--- config.mk ---
export PLATFORM = sky130hd
export DESIGN_NAME = apb_master_bridge
export DESIGN_NICKNAME = d
export VERILOG_FILES = /design/src/rtl/apb_master_bridge.sv
export SDC_FILE = /design/constraint.sdc
export NUM_CORES = 1
export LEC_CHECK = 0
export BUFFER_PORTS_ARGS = -buffer_cell sky130_fd_sc_hd__buf_2
export CAP_MARGIN = 40
export CORE_MARGIN = 3
export CORE_UTILIZATION = 26
export CTS_BUF_LIST = sky130_fd_sc_hd__clkbuf_4 sky130_fd_sc_hd__clkbuf_8 sky130_fd_sc_hd__clkbuf_16
export CTS_CLUSTER_DIAMETER = 100
export DETAILED_ROUTE_END_ITERATION = 10
export GPL_TIMING_DRIVEN = 0
export PLACE_DENSITY_LB_ADDON = 0.3
export SETUP_SLACK_MARGIN = 0.3
export SLEW_MARGIN = 20
export SYNTH_ARGS = -nofsm -noshare
export SYNTH_HDL_FRONTEND = slang
export SYNTH_SLANG_ARGS = --single-unit
export TNS_END_PERCENT = 1
--- constraint.sdc ---
create_clock -name clk_i -period 4.1 [get_ports clk_i]
set_clock_uncertainty 0.15 [all_clocks]
set_input_delay 0.205 -clock clk_i [delete_from_list [all_inputs] [get_ports clk_i]]
set_output_delay 0.205 -clock clk_i [all_outputs]
set_load 0.05 [all_outputs]
--- src/rtl/apb_master_bridge.sv ---
// Core req/gnt/rvalid data port to APB4 master bridge, one transfer at a time.
// Optional ACCESS-phase timeout is enabled by defining APB_BRIDGE_TIMEOUT_EN.
module apb_master_bridge #(
  parameter int unsigned APB_ADDR_WIDTH = 32,
  parameter int unsigned APB_DATA_WIDTH = 32,
  parameter int unsigned TIMEOUT_CYCLES = 255
) (
  input  logic                      clk_i,
  input  logic                      rst_ni,
  input  logic                      data_req_i,
  output logic                      data_gnt_o,
  input  logic [APB_ADDR_WIDTH-1:0] data_addr_i,
  input  logic                      data_we_i,
  input  logic [3:0]                data_be_i,
  input  logic [APB_DATA_WIDTH-1:0] data_wdata_i,
  output logic                      data_rvalid_o,
  output logic [APB_DATA_WIDTH-1:0] data_rdata_o,
  output logic                      data_err_o,
  output logic [APB_ADDR_WIDTH-1:0] paddr_o,
  output logic [APB_DATA_WIDTH-1:0] pwdata_o,
  output logic                      pwrite_o,
  output logic [3:0]                pstrb_o,
  output logic                      psel_o,
  output logic                      penable_o,
  input  logic [APB_DATA_WIDTH-1:0] prdata_i,
  input  logic                      pready_i,
  input  logic                      pslverr_i,
  output logic [1:0]                dbg_state_o
);

  if (APB_DATA_WIDTH != 32) begin : g_bad_data_width
    $error("apb_master_bridge: APB_DATA_WIDTH must be 32");
  end
  if (TIMEOUT_CYCLES < 1 || TIMEOUT_CYCLES > 65535) begin : g_bad_timeout
    $error("apb_master_bridge: TIMEOUT_CYCLES out of range 1..65535");
  end

  typedef enum logic [1:0] {
    IDLE   = 2'b00,
    SETUP  = 2'b01,
    ACCESS = 2'b10
  } state_t;

  state_t state_q, state_d;
  logic   gnt, load, done, expire;

`ifdef APB_BRIDGE_TIMEOUT_EN
  localparam logic [15:0] TMO_LAST = 16'(TIMEOUT_CYCLES - 1);
  logic [15:0] tmo_cnt_q;

  // Counts ACCESS cycles already spent without pready; expiry fires in the
  // TIMEOUT_CYCLES-th ACCESS cycle unless pready arrives in that same cycle.
  always_ff @(posedge clk_i or negedge rst_ni) begin
    if (!rst_ni) begin
      tmo_cnt_q <= '0;
    end else if (state_q == SETUP) begin
      tmo_cnt_q <= '0;
    end else if (state_q == ACCESS && !pready_i) begin
      tmo_cnt_q <= tmo_cnt_q + 16'd1;
    end
  end
`endif

  always_ff @(posedge clk_i or negedge rst_ni) begin
    if (!rst_ni) state_q <= IDLE;
    else         state_q <= state_d;
  end

  // Handshake: a request is accepted in any cycle where data_req_i and
  // data_gnt_o are both high; gnt is only offered in IDLE, so at most one
  // transfer is outstanding and data_rvalid_o answers it exactly once.
  always_comb begin
    state_d = state_q;
    gnt     = 1'b0;
    load    = 1'b0;
    done    = 1'b0;
    expire  = 1'b0;
    case (state_q)
      IDLE: begin
        gnt = data_req_i;
        if (data_req_i) begin
          load    = 1'b1;
          state_d = SETUP;
        end
      end
      SETUP: state_d = ACCESS;
      ACCESS: begin
        if (pready_i) begin
          done    = 1'b1;
          state_d = IDLE;
        end
`ifdef APB_BRIDGE_TIMEOUT_EN
        else if (tmo_cnt_q == TMO_LAST) begin
          expire  = 1'b1;
          state_d = IDLE;
        end
`endif
      end
      default: state_d = IDLE;
    endcase
  end

  assign data_gnt_o  = gnt & rst_ni;
  assign dbg_state_o = state_q;

  always_ff @(posedge clk_i or negedge rst_ni) begin
    if (!rst_ni) begin
      paddr_o       <= '0;
      pwdata_o      <= '0;
      pwrite_o      <= 1'b0;
      pstrb_o       <= 4'b0000;
      psel_o        <= 1'b0;
      penable_o     <= 1'b0;
      data_rvalid_o <= 1'b0;
      data_rdata_o  <= '0;
      data_err_o    <= 1'b0;
    end else begin
      data_rvalid_o <= 1'b0;
      data_err_o    <= 1'b0;
      if (load) begin
        paddr_o   <= data_addr_i;
        pwdata_o  <= data_wdata_i;
        pwrite_o  <= data_we_i;
        pstrb_o   <= data_we_i ? data_be_i : 4'b0000;
        psel_o    <= 1'b1;
        penable_o <= 1'b0;
      end
      if (state_q == SETUP) begin
        penable_o <= 1'b1;
      end
      if (done) begin
        psel_o        <= 1'b0;
        penable_o     <= 1'b0;
        data_rvalid_o <= 1'b1;
        data_err_o    <= pslverr_i;
        data_rdata_o  <= pwrite_o ? '0 : prdata_i;
      end
      if (expire) begin
        psel_o        <= 1'b0;
        penable_o     <= 1'b0;
        data_rvalid_o <= 1'b1;
        data_err_o    <= 1'b1;
        data_rdata_o  <= '0;
      end
    end
  end

endmodule

==> results.txt <==
* Status: finished clean
- Startpoint Class: register
- After synthesis, the largest family of logic cells by area is multiplexers.
- Summed over all failing endpoints, the final setup total negative slack is 0 ps.
- After detailed placement, the design holds a cell count of 740.
* Final weighted congestion of routability-driven global placement: 0.735
* Max-slew violations: 0
- At the worst endpoint, the required time is 3740 ps.
* Synth Instances: 315
- The worst hold path belongs to the class in -> reg.
* Setup violators final: 0
- Non-Filler Instances: between 800 and 900
- Diode insertion count for antenna repair: 0
* Flip-flop and latch count after synthesis: 107
- During I/O placement, the number of pins put on the boundary was 214.
- For this block, wires on met1 add up to 4.85 mm.
- Leakage: 3.35 nW
- Switching part of the total: between 50% and 60%
- Once detail routing completed, the nets flagged for antenna violations numbered 0.
* Root buffer selected by CTS: sky130_fd_sc_hd__clkbuf_16
- For this run, the number of Yosys warnings is 0.
- Standard-cell rows: between 40 and 50
- After Yosys synthesis, XOR and XNOR cells account for 0% of the synthesized area.
* Design internal power: around 3.1 mW
- Peak ir drop on the vdd network: 0.520 mV
* H-tree level count: 3
- After detailed routing, the average wire length per cell comes to 13.9 um.
- In this run the deepest clock path goes through 2 buffers.
- Global route total overflow: 0
- The die is 132 um tall.
- Of the total power, combinational logic draws a little under three fifths.
- Clock buffer count from CTS: 9
- Traced cell by cell, the critical path runs through nor3b_2, buf_4, buf_2, and2_1, buf_2.
- PwrDens: 900 nW/um^2
* Final critical delay including setup and external delays: 2340 ps
- For this design, the sink count on the clock tree is 107.
- After detailed routing, no signal wire sits above met4.
* Number of hold violations in the final report: 0
- In the final design database the tool counted between 700 and 800 nets.
- The first global-routing pass estimated 19.6 mm of wire.
* DRC errors left: 0
* Crit Path Category: reg -> out
- Switching pwr: between 3 and 4 mW
- The synthesized netlist devotes 4.94% of its cell area to compound gates.
* DR WL met2: 6.15 mm
- CP max stage delay: 450 ps
- In this run the cell area measured after placement is 5510 sq um.
* Placed wire-length estimate after detailed placement: 8.07 mm
* Most common cell type on the critical path: sky130_fd_sc_hd__buf_2
- Tightest Pin Transition: between 500 and 600 ps
* Die area: 17500 sq um
* Clock power share: around 15%
- RSZ-0062 raised after global routing: false
* Sum of met3 wire segment lengths after detailed routing: ~800 um
- Most common cell after layout, fill and taps aside: sky130_fd_sc_hd__buf_2
- In this run the tool buffered the top-level ports with 213 buffer cells.
- Critical path arrival: 1990 ps
- Counting every net in the synthesized netlist gives 421.
* Worst-path maximum fanout: 10
- Cells with a size suffix above 1 make up 41.3% of the layout.
* Post-synthesis adder-cell area fraction: 0%
* Number of max-cap violations: 0
- Portion of the clock cycle consumed by the worst path in the final layout: 57.1%
- Headroom to the max-slew limit came out at 64.4%.
- Final hold slack: 19.9 ps
* CTS tree: built
- Measured against the total synthesized area, the mux share comes to between 10% and 20%.
- The first routing iteration left 83 violations.
* Total GRT Usage: 13.8%
- Fraction of the yosys area taken by sequential cells: 64.5%
- In this run the standard cell core region covers 15400 sq um.
- The area growth from synthesis to layout is 66.4%.
- Counting the fill cells in the layout gives 1480.
- Routed via count divided by cell count: 4.15
- Largest net degree at the start of global routing: 58
* Sequential power share: between 20 and 30%
- The design draws 6.22 mW.
- Final standard cell area without fillers: 6910 sq um
* Number of global-route vias before repair: 3890
- Max Fclk: 427 MHz
* Worst-skew pair later-pin latency: 340 ps
- The die is ~130 um wide.
- Summing the areas of all and, or, nand and nor instances in the mapped netlist gives 9.59% of the synthesized area.
- Cell area after synthesis: 4150 sq um
- Detailed-routing iteration count for the pre-antenna-repair pass: 4
- Post-synth cell types: 17
- Clock transition at the registers of the reported paths: 70 ps
* Most frequent cells in the layout: sky130_fd_sc_hd__buf_2 (220), sky130_fd_sc_hd__dfrtp_1 (107), sky130_fd_sc_hd__dlygate4sd3_1 (106)
- Effective utilization at floorplan: 26.9%
- STA classifies the critical path endpoint as an output pin.
- The number of antenna violations at the first check in global routing was 0.
- Via count: 3573
- Mean post-synth cell area: 13.2 sq um
- The slowest stage of the critical path belongs to the cell sky130_fd_sc_hd__dfrtp_1.
- The routed design has 12.0 mm of wire.
[power groups by stage]
| stage | Combinational (mW) | Clock (mW) | Sequential (mW) |
|---|---|---|---|
| 5_1_grt | 3.62 | 1.03 | 1.92 |
| 6_report | 3.43 | 0.941 | 1.84 |
| 2_1_floorplan | 0.695 | 0 | 3.68 |
| 3_3_place_gp | 3.34 | 0 | 1.84 |
| 3_5_place_dp | 3.38 | 0 | 1.86 |
| 4_1_cts | 3.46 | 0.985 | 1.85 |
[metal layers]
layer  up-vias  track usage, %
li1       1713               -
met1      1691            15.9
met2       155            24.6
met3        14            4.24
met4         0            4.39
met5         -               0
[synth_stat cells]
cell                       instances  area share [%]
sky130_fd_sc_hd__a21oi_1           3            0.36
sky130_fd_sc_hd__and2_1            2            0.30
sky130_fd_sc_hd__buf_1             1           0.090
sky130_fd_sc_hd__buf_2             8            0.96
sky130_fd_sc_hd__buf_4             1            0.18
sky130_fd_sc_hd__buf_6             4             1.1
sky130_fd_sc_hd__clkbuf_1          4            0.36
sky130_fd_sc_hd__dfrtp_1         107              65
sky130_fd_sc_hd__inv_1             7            0.63
sky130_fd_sc_hd__mux2_1           40              11
sky130_fd_sc_hd__mux2_2           25             6.8
sky130_fd_sc_hd__nand2_1          34             3.1
sky130_fd_sc_hd__nand2b_1         34             5.1
sky130_fd_sc_hd__nand3_1           5            0.60
sky130_fd_sc_hd__nand3b_1          1            0.18
sky130_fd_sc_hd__nor3b_2           1            0.30
sky130_fd_sc_hd__o21ai_0          38             4.6
[final timing paths]
| check | start | to | slack, ps | depth (start not counted) |
|---|---|---|---|---|
| setup / recovery | dbg_state_o[0] | data_gnt_o | 1760 | 5 |
| hold / removal | data_we_i | pstrb_o[3] | 20 | 3 |
| setup reg to reg | dbg_state_o[0] | pstrb_o[1] | 1930 | 6 |
| hold reg to reg | pwdata_o[22] | pwdata_o[22] | 330 | 1 |
| max in group asynchronous | rst_ni | dbg_state_o[1] | 2930 | 3 |
| min in group asynchronous | rst_ni | paddr_o[22] | 230 | 2 |
[area by class of cell]
type	instances	area, sq um	share of cell area (%)
plain buffers	18	111	1.61
inverters	7	26.3	0.380
clock buffers	12	260	3.77
multi-input cells	183	1340	19.3
flip-flops and latches	107	2680	38.8
well taps	211	264	3.82
clock inverters	4	72.6	1.05
repair buffers	320	2160	31.3
[cell families after synthesis]
logic type	after synthesis
multiplexers	65
buffers and inverters	25
flip-flops	107
AND/OR/NAND/NOR	77
AO/OA/AOI/OAI	41
[metrics by stage]
stage               util (%)  setup WS [ps]
finish                  44.8           1760
global route            44.8           1560
detailed placement      35.7           2060
global placement        35.5           1130
CTS                     44.8           1660
floorplan                  -           2060
[worst max-delay path, delay by kind of cell, from the launching register on]
kind / cells / cell delay, ps
AND/OR/NAND/NOR: 2 / 430
buffers and inverters: 3 / 770
flip-flops: 1 / 450
[flip-flops by register name, summed over array words and instances, names as in the netlist]
register	flops
data_rdata_o	32
paddr_o	32
pwdata_o	32
pstrb_o	4
dbg_state_o	2
data_err_o	1
data_rvalid_o	1
penable_o	1
psel_o	1
pwrite_o	1
[what timing repair did]
| action | in CTS | in global routing |
|---|---|---|
| endpoints found under the hold margin | 157 | 0 |
| resized for setup | 0 | 0 |
| hold buffers | 106 | 0 |
| setup buffers | 0 | 0 |
Note: power is estimated with default switching activity, not from simulation.
